--- src/rtl/sym_fir_pkg.sv ---
// Shared constants, types and helpers for the symmetric FIR front end.
// Used by sym_tap_line, sym_pre_add and the downstream coefficient MAC.
package sym_fir_pkg;

    localparam int DEF_DATA_W = 16;
    localparam int DEF_TAPS   = 8;

    // One pre-added pair at the default sample width (one bit of growth).
    typedef logic signed [DEF_DATA_W:0] pair_t;

    // Number of pre-add pairs for a given filter length; the odd centre
    // tap counts as a pair of its own.
    function automatic int pairs_f(input int taps);
        return (taps + 1) / 2;
    endfunction

endpackage

--- src/rtl/sym_pre_add.sv ---
// Combinational pre-adder for one symmetric tap pair.
// Both operands are sign-extended by one bit, so the result cannot overflow.
// centre=1 marks the lone middle tap of an odd-length line: it passes a
// through on its own (or yields 0 in subtract mode).
module sym_pre_add #(
    parameter int DATA_W = 16
) (
    input  logic signed [DATA_W-1:0] a,
    input  logic signed [DATA_W-1:0] b,
    input  logic                     sub,
    input  logic                     centre,
    output logic signed [DATA_W:0]   y
);

    logic signed [DATA_W:0] a_x;
    logic signed [DATA_W:0] b_x;

    // Sign-extend both operands, then add, subtract or pass the centre tap.
    always_comb begin
        a_x = {a[DATA_W-1], a};
        b_x = {b[DATA_W-1], b};
        y   = a_x + b_x;
        if (centre) begin
            y = sub ? '0 : a_x;
        end else if (sub) begin
            y = a_x - b_x;
        end
    end

endmodule

--- src/rtl/sym_tap_line.sv ---
// Symmetric-FIR sample delay line with registered pre-add pair outputs.
// Holds the last TAPS accepted samples (tap[0] newest) and presents
// tap[k] +/- tap[TAPS-1-k] for every pair one cycle after each accept.
// out_valid is held low until the line has been filled with TAPS samples.
// Optional build macro: SYM_TAP_ANTISYM_EN adds the antisym input, which
// selects subtraction for all pairs and zeroes an odd-length centre tap.
module sym_tap_line
    import sym_fir_pkg::*;
#(
    parameter int DATA_W = DEF_DATA_W,
    parameter int TAPS   = DEF_TAPS
) (
    input  logic                                         clk,
    input  logic                                         rst,
    input  logic                                         in_valid,
    input  logic signed [DATA_W-1:0]                     in_data,
    input  logic                                         flush,
`ifdef SYM_TAP_ANTISYM_EN
    input  logic                                         antisym,
`endif
    output logic                                         out_valid,
    output logic [pairs_f(TAPS)*(DATA_W+1)-1:0]          out_sum,
    output logic [$clog2(TAPS+1)-1:0]                    fill_cnt
);

    localparam int PAIRS = pairs_f(TAPS);
    localparam int PW    = DATA_W + 1;
    localparam int CW    = $clog2(TAPS + 1);
    localparam logic [CW-1:0] FULL = CW'(TAPS);

    // Saturating fill counter increment: sticks at TAPS once primed.
    function automatic logic [CW-1:0] sat_inc(input logic [CW-1:0] c);
        return (c == FULL) ? c : c + 1'b1;
    endfunction

    logic signed [DATA_W-1:0] taps_q [TAPS];
    logic signed [DATA_W-1:0] taps_d [TAPS];
    logic [CW-1:0]            fill_q;
    logic [CW-1:0]            fill_d;
    logic                     out_valid_q;
    logic                     out_valid_d;
    logic [PAIRS*PW-1:0]      out_sum_q;
    logic [PAIRS*PW-1:0]      out_sum_d;
    logic signed [PW-1:0]     pair_w [PAIRS];
    logic                     accept;
    logic                     sub_mode;

    // flush wins over in_valid; a sample arriving with flush is dropped.
    assign accept = in_valid & ~flush;

`ifdef SYM_TAP_ANTISYM_EN
    assign sub_mode = antisym;
`else
    assign sub_mode = 1'b0;
`endif

    // Next-state delay line, fill count and valid pulse.
    always_comb begin
        taps_d      = taps_q;
        fill_d      = fill_q;
        out_valid_d = 1'b0;
        if (flush) begin
            for (int i = 0; i < TAPS; i++) begin
                taps_d[i] = '0;
            end
            fill_d = '0;
        end else if (in_valid) begin
            taps_d[0] = in_data;
            for (int i = 1; i < TAPS; i++) begin
                taps_d[i] = taps_q[i-1];
            end
            fill_d      = sat_inc(fill_q);
            out_valid_d = (fill_d == FULL);
        end
    end

    // Pre-adders work on the next-state taps so sums land with the accept edge.
    for (genvar k = 0; k < PAIRS; k++) begin : g_pair
        localparam bit IS_CENTRE = ((TAPS % 2) == 1) && (k == PAIRS - 1);
        sym_pre_add #(.DATA_W(DATA_W)) u_pre_add (
            .a      (taps_d[k]),
            .b      (taps_d[TAPS-1-k]),
            .sub    (sub_mode),
            .centre (IS_CENTRE),
            .y      (pair_w[k])
        );
    end

    // Pack pair sums on accept; otherwise hold the previous output word.
    always_comb begin
        out_sum_d = out_sum_q;
        if (accept) begin
            for (int k = 0; k < PAIRS; k++) begin
                out_sum_d[k*PW +: PW] = pair_w[k];
            end
        end
    end

    // ---- register stage: line state and outputs ----
    always_ff @(posedge clk) begin
        if (rst) begin
            taps_q      <= '{default: '0};
            fill_q      <= '0;
            out_valid_q <= 1'b0;
            out_sum_q   <= '0;
        end else begin
            taps_q      <= taps_d;
            fill_q      <= fill_d;
            out_valid_q <= out_valid_d;
            out_sum_q   <= out_sum_d;
        end
    end

    assign out_valid = out_valid_q;
    assign out_sum   = out_sum_q;
    assign fill_cnt  = fill_q;

endmodule

--- config.mk ---
export PLATFORM = sky130hd
export DESIGN_NAME = sym_tap_line
export DESIGN_NICKNAME = d
export VERILOG_FILES = /design/src/rtl/sym_fir_pkg.sv /design/src/rtl/sym_pre_add.sv /design/src/rtl/sym_tap_line.sv
export SDC_FILE = /design/constraint.sdc
export NUM_CORES = 1
export LEC_CHECK = 0
export ABC_CLOCK_PERIOD_IN_PS = 3300
export BUFFER_PORTS_ARGS = -buffer_cell sky130_fd_sc_hd__clkbuf_2
export CORE_UTILIZATION = 54
export DETAILED_ROUTE_END_ITERATION = 6
export PLACE_DENSITY = 0.76
export SETUP_SLACK_MARGIN = 0.02
export SLEW_MARGIN = 5
export SYNTH_ARGS = -nofsm -noshare
export SYNTH_HDL_FRONTEND = slang
export SYNTH_SLANG_ARGS = --single-unit
--- constraint.sdc ---
create_clock -name clk -period 3.3 [get_ports clk]
set_input_delay 0.33 -clock clk [delete_from_list [all_inputs] [get_ports clk]]
set_output_delay 0.33 -clock clk [all_outputs]
set_load 0.01 [all_outputs]
==> Yosys cells after proc, flatten, opt, wreduce, memory -nomap -nowiden <==
Cells that the tools add are included.
W data, S select, Z words.
{ "totals": {"reg_bits": 201, "input_bits": 20, "output_inout_bits": 73, "wordCells": 26} }
{ "classes": {"addsub": 5, "n_eq_ne": 2, "muxes": 3, "bitwise_logic": 3, "reduce_logical": 2} }
{ "op_table": {"columns": ["operator", "count"], "rows": [
  ["$mux W128", 2],
  ["$add A16 B16 Y17", 4],
  ["$eq A4 B4 Y1 const B", 2],
  ["$add A4 B1 Y4 const B", 1],
  ["$mux W4", 1],
  ["$reduce_or A3 Y1", 1],
  ["$not A1 Y1", 2],
  ["$reduce_or A2 Y1", 1],
  ["$and A1 B1 Y1", 1]
]} }

==> Depth between registers and ports, before layout <==
{ "depth": {"word_depth": 3, "ltp_mapped": 13, "mapped_depth_nobuf": 10} }

==> Cells and area by module <==
Synthesis repeated with hierarchy kept, for this count alone.
{ "unflattened": {"hier_cells": 1735, "area_unflattened_um2": 13566.8} }
{ "by_module_without_submodules": {"columns": ["module", "instances", "cells_per_inst", "area_per_inst_um2", "seq_area_each_um2"], "rows": [
  ["sym_tap_line", 1, 900, 7940.1, 4023.9],
  ["sym_pre_add at g_pair[1].u_pre_add ...", 2, 213, 1463.9, 0.0],
  ["sym_pre_add at g_pair[3].u_pre_add", 1, 211, 1391.3, 0.0],
  ["sym_pre_add at g_pair[0].u_pre_add", 1, 198, 1307.5, 0.0]
]} }

==> Worst setup path before layout <==
Ideal clock, no wire load.
{ "synth_path": {"kind": "input to register", "startpoint": "input in_valid", "endpoint": "register out_sum_q[46], in the netlist out_sum[46]", "setup_time_ns": 0.117, "t_arrival_ns": 3.265, "required_ns": 3.183, "slack_ns": -0.083, "path_stages": 13, "n_path_buf": 3, "path_cell_list": "clkbuf_1 -> clkbuf_1 -> buf_2 -> mux2i_1 -> nor2_1 -> ha_1 -> fa_1 -> a21oi_1 -> o211a_1 -> nor3_1 -> o31a_1 -> or3_1 -> a32o_1"} }
{ "synth_via": {"elab_chain_len": 3, "word_cells_on_any_way": 4, "cone_classes": "1 x add/sub; 2 x mux; 1 x bitwise"} }
{ "synth_lines": {"columns": ["element", "line", "source"], "rows": [
  ["start: declaration", "sym_tap_line.sv:15", "input logic in_valid,"],
  ["$mux W128", "sym_tap_line.sv:67", "end else if (in_valid) begin"],
  ["$mux W128", "sym_tap_line.sv:62", "if (flush) begin"],
  ["named net g_pair[2].u_pre_add.b[0]", "sym_pre_add.sv:9", "input logic signed [DATA_W-1:0] b,"],
  ["$add A16 B16 Y17", "sym_pre_add.sv:22", "y = a_x + b_x;"],
  ["end signal: assignment", "sym_tap_line.sv:110", "out_sum_q <= out_sum_d;"],
  ["end: declaration", "sym_tap_line.sv:42", "logic [PAIRS*PW-1:0] out_sum_q;"]
]} }
The timed path passes the listed nets, and every way through them passes these cells.
A chain may end at the register's enable or synchronous reset.

==> Final worst setup path <==
{ "layout_path": {"startpoint": "register taps_q[48] in the netlist's numbering", "endpoint": "register out_sum_q[48], in the netlist out_sum[48]"} }
{ "layout_via": {"elab_chain_len": 3} }
{ "layout_lines": {"columns": ["element", "line", "source"], "rows": [
  ["start: declaration", "sym_tap_line.sv:36", "logic signed [DATA_W-1:0] taps_q [TAPS];"],
  ["start signal: assignment", "sym_tap_line.sv:107", "taps_q <= taps_d;"],
  ["$mux W128", "sym_tap_line.sv:67", null],
  ["$mux W128", "sym_tap_line.sv:62", null],
  ["named net g_pair[2].u_pre_add.b[0]", "sym_pre_add.sv:9", null],
  ["$add A16 B16 Y17", "sym_pre_add.sv:22", null]
]} }
The timed path passes the listed nets, and every way through them passes these cells.

==> out/results.ini <==
[worst_hold_path]
hold_class = in2reg

[logic_synthesis]
synth_area_leaders = dfxtp_1 (37%), mux2i_1 (12%), ha_1 (7.7%), nor3_1 (6.7%), nor2_1 (5.5%)
synth_top_area_share_pct = 37.5
synth_top_cell_by_area = dfxtp_1
syn_area_per_cell_sq_um = 8.55
syn_inst = 1256
synth_ff_type = dfxtp_1
synth_area_sq_mm = 0.0107
ys_warn_count = 0
synth-seq-cells = 201
yosysUniqueCellTypes = 73
synth_nets = 1346
synth_edf_count = 0
yosysSeqAreaShare_pct = 37.5
async_reset_ff_share_pct = 0

[grt]
track_usage_pct = 26.7
grt_pass1_wl_mm = 43.6
overflow = 0
grt_max_degree = 112
antenna_found_initial = 0
grt_pass1_vias = 8520

[layout]
mostFrequentLayoutCell = dfxtp_1
area_growth_pct = 13.7
layout_common_cells = dfxtp_1 (201), nor2_1 (155), nor3_1 (143), mux2i_1 (132), nand2_1 (98)
antennaDiodeCount = 0
post_route_cells_drive_above_1_share_pct = 13.1
nNetsFinal = 1406

[die]
boundaryPins = 93
fp-row-count = 51
start_util_pct = 55.2
fp.coreArea_sq_mm = 0.0195
dieArea_sq_mm = 0.0205
die-width_um = 143
die-height_um = 143

[timing]
worst-slew-pin-transition_ns = 0.726
fin_skew_ns = 0.0182
relSlewSlack_pct = 51.5
period_needed_ns = 2.84
setup_violations = 0
slew_viol_final = 0
rsz0062_at_grt = false
final-hold-violation-count = 0
finalCritPeriodShare_pct = 86.1
clock.fmax_mhz = 352
whs_ns = 0.145
tns_ns = 0

[placement]
port_buffers = 92
gp_congestion = 0.953
post-dp-hpwl_mm = 18.7

[detailed_routing]
wl_per_cell_um = 16.7
drt_iter0_drc = 661
ant_nets = 0
vias_per_cell = 5.81
dr.pass1.iters = 5
drc = 0
wirelength_mm = 26.6
vias = 9268

[clocking]
cts.sinks = 201
cts_hold_buf = 0
cts.clk_slew.worst_paths_ns = 0.06
numCtsBuffers = 23
ctsResizeCount = 0
cts_tree = yes
cts_setup_buffers = 0
worstSkewPairLatency_ns = 0.51
cts_root_buffer = clkbuf_16
clk_path_buf_depth = 3
htreeDepth = 1

[status]
outcome = finished, final reports clean

[setup_path]
cp-start-kind = flop
endpoint_kind = flop
slowest_delay_ns = 0.45
crit_chain = mux2i_1, nor2_1, ha_1, fa_1, a21oi_1, o211a_1, nor3_1, buf_4, o31ai_1, mux2i_1, o21ai_0
path_common_cell = mux2i_1
cp_slowest_cell = o31ai_1
arrival_ns = 3.21
crit_family = compound AO/OA/AOI/OAI gates
critPathMaxFanout = 3
critPathBufInv = 1
path_class = reg2reg
crit_required_ns = 3.67

[job]
drv_cap = 0

[pwr]
vdd_drop_max_v = 0.000399
p_per_area_mw_per_mm2 = 436
p_leak_nw = 5.38

## worst reg2reg max path: cells and delay by family (launching register included)
kind            cells  cell delay, ns
mux                 2            0.41
buf+inv             1            0.15
flops               1            0.32
simple gates        2            0.16
compound gates      4            1.04
fa+ha+maj           2            0.65
## routing by layer
| metal | vias to the layer above | GRT usage, % | routed length (um) |
|---|---|---|---|
| met5 | - | 0 | 0 |
| met4 | 0 | 9.11 | 919 |
| met3 | 62 | 3.35 | 1580 |
| met2 | 275 | 41.5 | 11600 |
| met1 | 4299 | 37.8 | 12600 |
| li1 | 4632 | - | - |
## stage by stage
stage	power [mW]	cells	util [%]	setup slack, ns	area, sq um
finish	5.33	1596	62.7	0.458	12200
global route	5.50	1596	62.7	0.308	12200
CTS	5.36	1596	62.7	0.514	12200
detailed placement	2.85	1556	58.9	0.176	11500
global placement	2.85	1556	58.9	0.195	11500
floorplan	2.76	1256	-	0.0612	10700
## Yosys cell counts (3+ instances only)
cell,number
ha_1,66
or3_1,5
fa_1,4
o21ai_1,4
a21oi_1,77
a32o_1,5
mux2i_1,132
o31ai_1,4
a31oi_1,4
o211a_1,3
xor2_1,9
nand4_1,9
nor2b_1,5
o21ai_0,44
nor3_1,143
buf_1,5
nand2_1,98
a31o_2,3
a211o_1,6
nor2_1,156
o21a_1,6
a21o_1,20
buf_2,17
nand3_1,27
and3_1,11
o31a_1,4
o21bai_1,7
nor4b_1,3
a211oi_1,12
o211ai_1,7
nand2b_1,6
or4_1,4
nor3b_1,3
clkbuf_1,57
and2_1,3
dfxtp_1,201
inv_1,14
o311ai_0,3
xnor2_1,27
## state kept, by name (all words and copies together), names as in the netlist
register   count
taps_q       128
out_sum       68
fill_cnt       4
out_valid      1
## path summary, 6_finish.rpt
check | slack, ns | endpoint | depth (start not counted) | startpoint
worst max-delay path | 0.46 | out_sum[48]$_SDFFE_PP0P_ | 11 | taps_q[48]$_SDFF_PP0_
worst max register to register | 0.46 | out_sum[48]$_SDFFE_PP0P_ | 11 | taps_q[48]$_SDFF_PP0_
worst min-delay path | 0.14 | taps_q[121]$_SDFF_PP0_ | 3 | in_data[9]
worst min register to register | 0.45 | out_sum[10]$_SDFFE_PP0P_ | 2 | out_sum[10]$_SDFFE_PP0P_
## final cells by class
type | instances | area [sq um]
multi-input cells | 957 | 6310
fillers | 1633 | 7250
well taps | 265 | 332
clock inverters | 11 | 109
clock buffers | 29 | 638
flip-flops and latches | 201 | 4020
inverters | 15 | 56.3
repair buffers | 118 | 746
## kinds of logic after synthesis
logic type | synth area share, %
flops | 37.5
buf+inv | 3.89
simple gates | 20.4
mux | 12.3
fa+ha+maj | 8.43
compound gates | 14.6
xor+xnor | 2.94
## where the power goes
group          total, mW  switching (mW)  internal [mW]
Sequential          2.46          0.0156           2.45
Combinational      0.341           0.227          0.114
Clock               2.52            1.00           1.52
Total               5.33            1.25           4.08
(Power assumes the default switching activity.)
